<file path="src/rtl/shift_issue_stage.sv">
// Execute-stage sequencer around a combinational shifter: accepts a decoded shift,
// drives registered operands, waits a programmable settle time, then hands the result to writeback.
module shift_issue_stage #(
    parameter int DATA_W        = 32,
    parameter int SHAMT_W       = 5,
    parameter int SETTLE_CYCLES = 1
) (
    input  logic              clk,
    input  logic              rst,
    input  logic              in_valid,
    output logic              in_ready,
    input  logic [2:0]        in_op,
    input  logic [DATA_W-1:0] in_rs,
    input  logic [DATA_W-1:0] in_rt,
    input  logic [SHAMT_W-1:0] in_imm,
    input  logic [4:0]        in_tag,
    output logic [DATA_W-1:0] shift_A,
    output logic [DATA_W-1:0] shift_shamt,
    output logic              shift_dir,
    output logic              shift_arith,
    input  logic [DATA_W-1:0] shift_result,
    output logic              out_valid,
    input  logic              out_ready,
    output logic [DATA_W-1:0] out_result,
    output logic [4:0]        out_tag,
    output logic              out_zero,
    output logic              out_neg,
    output logic              out_err,
    output logic              busy
);

    typedef enum logic [1:0] {
        IDLE = 2'd0,
        EXEC = 2'd1,
        DONE = 2'd2
    } state_t;

    localparam int CNT_W = (SETTLE_CYCLES > 1) ? $clog2(SETTLE_CYCLES) : 1;
    localparam logic [CNT_W-1:0] CNT_LOAD = CNT_W'(SETTLE_CYCLES - 1);
    localparam logic [CNT_W-1:0] CNT_ZERO = {CNT_W{1'b0}};

    function automatic logic is_zero(input logic [DATA_W-1:0] v);
        return (v == {DATA_W{1'b0}});
    endfunction

    state_t               state_r, state_s;
    logic [CNT_W-1:0]     cnt_r;
    logic [DATA_W-1:0]    a_r;
    logic [SHAMT_W-1:0]   shamt_r;
    logic                 dir_r, arith_r, err_r;
    logic [4:0]           tag_r;
    logic                 in_ready_r, busy_r;
    logic                 out_valid_r, out_zero_r, out_neg_r, out_err_r;
    logic [DATA_W-1:0]    out_result_r;
    logic [4:0]           out_tag_r;

    logic                 accept_s, capture_s, release_s;
    logic [SHAMT_W-1:0]   amt_s;
    logic                 dir_s, arith_s, err_s;
    logic [DATA_W-1:0]    cap_value_s;

    assign accept_s  = (state_r == IDLE) && in_valid && in_ready_r;
    assign capture_s = (state_r == EXEC) && (cnt_r == CNT_ZERO);
    assign release_s = (state_r == DONE) && out_valid_r && out_ready;

    // Opcode decode: amount source, direction, arithmetic flag, legality
    always_comb begin
        dir_s   = 1'b0;
        arith_s = 1'b0;
        err_s   = 1'b0;
        if (in_op[2]) begin
            amt_s = in_rt[SHAMT_W-1:0];
        end else begin
            amt_s = in_imm;
        end
        case (in_op[1:0])
            2'b00: begin dir_s = 1'b0; arith_s = 1'b0; end
            2'b01: begin dir_s = 1'b1; arith_s = 1'b0; end
            2'b10: begin dir_s = 1'b1; arith_s = 1'b1; end
            default: begin dir_s = 1'b0; arith_s = 1'b0; err_s = 1'b1; end
        endcase
    end

    // Next-state logic
    always_comb begin
        state_s = state_r;
        case (state_r)
            IDLE: begin
                if (accept_s) state_s = EXEC;
                else          state_s = IDLE;
            end
            EXEC: begin
                if (capture_s) state_s = DONE;
                else           state_s = EXEC;
            end
            DONE: begin
                if (release_s) state_s = IDLE;
                else           state_s = DONE;
            end
            default: state_s = IDLE;
        endcase
    end

    // Illegal ops still traverse EXEC but never expose the shifter output
    always_comb begin
        if (err_r) cap_value_s = {DATA_W{1'b0}};
        else       cap_value_s = shift_result;
    end

    // State register and settle counter
    always_ff @(posedge clk) begin
        if (rst) begin
            state_r <= IDLE;
            cnt_r   <= CNT_ZERO;
        end else begin
            state_r <= state_s;
            if (accept_s)
                cnt_r <= CNT_LOAD;
            else if ((state_r == EXEC) && (cnt_r != CNT_ZERO))
                cnt_r <= cnt_r - {{(CNT_W-1){1'b0}}, 1'b1};
        end
    end

    // Operand registers feeding the shifter; only written on accept so they stay stable through EXEC
    always_ff @(posedge clk) begin
        if (rst) begin
            a_r     <= {DATA_W{1'b0}};
            shamt_r <= {SHAMT_W{1'b0}};
            dir_r   <= 1'b0;
            arith_r <= 1'b0;
            err_r   <= 1'b0;
            tag_r   <= 5'd0;
        end else if (accept_s) begin
            a_r     <= in_rs;
            shamt_r <= amt_s;
            dir_r   <= dir_s;
            arith_r <= arith_s;
            err_r   <= err_s;
            tag_r   <= in_tag;
        end
    end

    // Handshake flags: in_ready only in IDLE, busy everywhere else
    always_ff @(posedge clk) begin
        if (rst) begin
            in_ready_r <= 1'b1;
            busy_r     <= 1'b0;
        end else if (accept_s) begin
            in_ready_r <= 1'b0;
            busy_r     <= 1'b1;
        end else if (release_s) begin
            in_ready_r <= 1'b1;
            busy_r     <= 1'b0;
        end
    end

    // Result capture and hold until writeback accepts
    always_ff @(posedge clk) begin
        if (rst) begin
            out_valid_r  <= 1'b0;
            out_result_r <= {DATA_W{1'b0}};
            out_tag_r    <= 5'd0;
            out_zero_r   <= 1'b0;
            out_neg_r    <= 1'b0;
            out_err_r    <= 1'b0;
        end else if (capture_s) begin
            out_valid_r  <= 1'b1;
            out_result_r <= cap_value_s;
            out_tag_r    <= tag_r;
            out_zero_r   <= is_zero(cap_value_s);
            out_neg_r    <= cap_value_s[DATA_W-1];
            out_err_r    <= err_r;
        end else if (release_s) begin
            out_valid_r  <= 1'b0;
        end
    end

    assign in_ready    = in_ready_r;
    assign busy        = busy_r;
    assign shift_A     = a_r;
    assign shift_shamt = {{(DATA_W-SHAMT_W){1'b0}}, shamt_r};
    assign shift_dir   = dir_r;
    assign shift_arith = arith_r;
    assign out_valid   = out_valid_r;
    assign out_result  = out_result_r;
    assign out_tag     = out_tag_r;
    assign out_zero    = out_zero_r;
    assign out_neg     = out_neg_r;
    assign out_err     = out_err_r;

endmodule

</file>
<file path="config.mk">
export PLATFORM = sky130hd
export DESIGN_NAME = shift_issue_stage
export DESIGN_NICKNAME = d
export VERILOG_FILES = /design/src/rtl/shift_issue_stage.sv
export SDC_FILE = /design/constraint.sdc
export NUM_CORES = 1
export LEC_CHECK = 0
export BUFFER_PORTS_ARGS = -buffer_cell sky130_fd_sc_hd__buf_2
export CAP_MARGIN = 20
export CORE_ASPECT_RATIO = 1.75
export CORE_MARGIN = 8
export CORE_UTILIZATION = 49
export CTS_BUF_LIST = sky130_fd_sc_hd__clkbuf_8
export DETAILED_ROUTE_END_ITERATION = 10
export PLACE_DENSITY = 0.86
export SLEW_MARGIN = 20
export SYNTH_ARGS = -nofsm -noshare
export SYNTH_HDL_FRONTEND = slang
export SYNTH_SLANG_ARGS = --single-unit
</file>
<file path="constraint.sdc">
create_clock -name clk -period 2.6 [get_ports clk]
set_input_delay 0.13 -clock clk [delete_from_list [all_inputs] [get_ports clk]]
set_output_delay 0.13 -clock clk [all_outputs]
set_load 0.03 [all_outputs]
</file>
==> summary.md <==
| Metric | Value |
|---|---|
| Antenna violations before repair | 1 |
| Seq/Total Area, Yosys | 47.6% |
| Chip width | 82.4 µm |
| CP Data Arrival Time | 2070 ps |
| Post-layout min period | 1820 ps |
| DP HPWL | 7.65 mm |
| Crit Path Max Fanout | 72 |
| RePlAce Congestion | 0.778 |
| Cts repair resizes | 0 |
| GRT Total Usage | 20.1% |
| Clock sink total | 90 |
| Port bufs | 167 |
| Worst endpoint required time | 2840 ps |
| WHS | 15.2 ps |
| Mapped cell area | 0.00378 mm² |
| Clock latency on the worst-skew pair | 360 ps |
| CTS tree | built |
| Synth area leader | dfxtp_1 |
| Setup-failing EPs final | 0 |
| Fin area | 0.00500 mm² |
| Placed Area | 0.00450 mm² |
| Final Hold Fails | 0 |
| Mapped Cells | 437 |
| MaxCap Viol Count | 0 |
| Async S/R FF share, synth | 0% |
| Unrepaired setup endpoints after global routing | false |
| Core Util, Final | 66.6% |
| Critical Path End Type | flip-flop |
| VDD IR max | 0.487 mV |
| HP Class | in2reg |
| Drc violations | 0 |
| Tcrit/Tclk final | 70.1% |
| Commonest non-fill, non-tap cell in the layout | buf_2 |
| Power Density | 641 mW/mm² |
| Initial DRC count | 227 |
| Ys Warns | 0 |
| CTS Hold Bufs | 30 |
| Chip height | 132 µm |
| Max transition margin | 33.4% |
| Setup Fix Bufs, Post-CTS | 0 |
| Syn Area/Cell | 8.66 µm² |
| Pre-Repair DR Iteration Count | 4 |
| Yosys reg bits | 90 |
| Syn-to-layout area delta | 32.3% |
| Die area | 0.0109 mm² |
| Clock buffer depth | 2 |
| Synth top area share | 47.6% |
| Peak Freq | 549 MHz |
| Via count | 3,620 |
| Setup crit start kind | flip-flop |
| Outcome | completed |
| CTS Root Cell | clkbuf_8 |
| Post-DR vias/cell | 5.11 |
| H-Tree Depth | 3 |
| ANT nets after route | 0 |
| Post-synth EDFFs | 0 |
| Most frequent cells in the layout | 167 x buf_2, 93 x nand2_1, 89 x dfxtp_1, 80 x a21oi_1, 42 x nor2_1 |
| LEAKAGE | 2.32 nW |
| DR WL/cell | 15.7 µm |
| Unique masters post-synth | 30 |
| Vias in the first global route | 3,565 |
| Worst Skew | 10.9 ps |
| Top cells by area, synth | dfxtp_1 48%, a21oi_1 11%, nor3b_2 10% |
| Core box area | 0.00751 mm² |
| Fill cells | 602 |
| Nets | 729 |
| IO Pins | 222 |
| Remaining Overflow, GRT | 0 |
| Critical path type | reg2reg |
| Total CTS buffers | 9 |
| Total wire length | 11.1 mm |
| First-pass GRT wire length | 17.1 mm |
| TNS Setup | 0 ps |
| Main flop type after synthesis | dfxtp_1 |
| Rows | 42 |
| Starting density of the core | 50.3% |
| Final count of pins violating max slew | 0 |
| Worst slew pin tran | 999 ps |
| Largest net degree at the start of global routing | 73 |
| Share of cells above drive strength 1 | 35.9% |
| Clock-pin slew on the worst setup and hold paths | 90 ps |
[synthesized netlist by cell type, types with 5 or more instances]
| cell type | count |
|---|---|
| nand2_1 | 93 |
| buf_1 | 5 |
| buf_6 | 5 |
| a211oi_1 | 6 |
| nor3b_2 | 31 |
| nor4_1 | 8 |
| dfxtp_1 | 90 |
| mux2i_1 | 5 |
| nor2_1 | 42 |
| buf_2 | 10 |
| clkbuf_1 | 14 |
| buf_4 | 28 |
| a21oi_1 | 80 |
[worst max-delay path, cell delays in order (launching register included)]
cell and delay (ps):
dfxtp_1 350, or3b_4 890, nor3b_2 140, a21oi_1 220, nor2_1 70
[power by group]
part           internal (W)  switching, W  leakage (nW)
combinational      0.000248      0.000496          1.47
sequential          0.00147     0.0000542         0.735
clock              0.000474      0.000463         0.110
[final timing paths]
| check | endpoint | slack (ps) | depth (start not counted) | start |
|---|---|---|---|---|
| worst min register to register | tag_r[2] | 460 | 2 | tag_r[2] |
| worst min-delay path | shift_A[5] | 20 | 3 | in_rs[5] |
| worst max-delay path | out_result[20] | 780 | 4 | state_r[0] |
| worst max register to register | out_result[20] | 780 | 4 | state_r[0] |
[logic make-up (layout without fill, tap and decap cells)]
| kind of cell | Yosys count | count (layout) | share of synthesized area, % |
|---|---|---|---|
| other | 1 | 29 | 0.0991 |
| AO/OA/AOI/OAI | 90 | 90 | 12.6 |
| buffers and inverters | 63 | 219 | 10.4 |
| AND/OR/NAND/NOR | 186 | 186 | 27.4 |
| adder cells (fa/ha/maj) | 2 | 2 | 0.661 |
| multiplexers | 5 | 5 | 1.32 |
| flip-flops | 90 | 90 | 47.6 |
[per-layer routing]
metal | track usage, % | share of wire, %
met1 | 18.5 | 33
met2 | 34.9 | 51
met3 | 6.97 | 11
met4 | 13.1 | 4.7
met5 | 0 | 0
[through the flow]
step                total power (W)  worst slack [ps]  cells
global placement            0.00224               940    661
global route                0.00338               654    708
CTS                         0.00323               802    707
finish                      0.00321               777    709
detailed placement          0.00226               856    661
floorplan                   0.00209              1180    463
[state kept, by name (all words and copies together) (netlist names)]
signal       cells
tag_r            5
out_tag          5
out_result      31
shift_dir        1
state_r          2
out_err          1
in_ready         1
shift_arith      1
err_r            1
out_valid        1
out_neg          1
shamt_r          5
out_zero         1
shift_A         32
cnt_r            1
busy             1
[layout make-up]
cell class	instances	area (µm²)	area share (%)
well taps	88	110	2.20
multi-input cells	310	1700	33.9
clock buffers	14	193	3.85
diodes	2	5.00	0.100
flip-flops and latches	90	1800	36.0
clock inverters	2	8.76	0.175
inverters	1	3.75	0.0750
repair buffers	202	1190	23.7
Note: power is estimated with default switching activity, not from simulation.
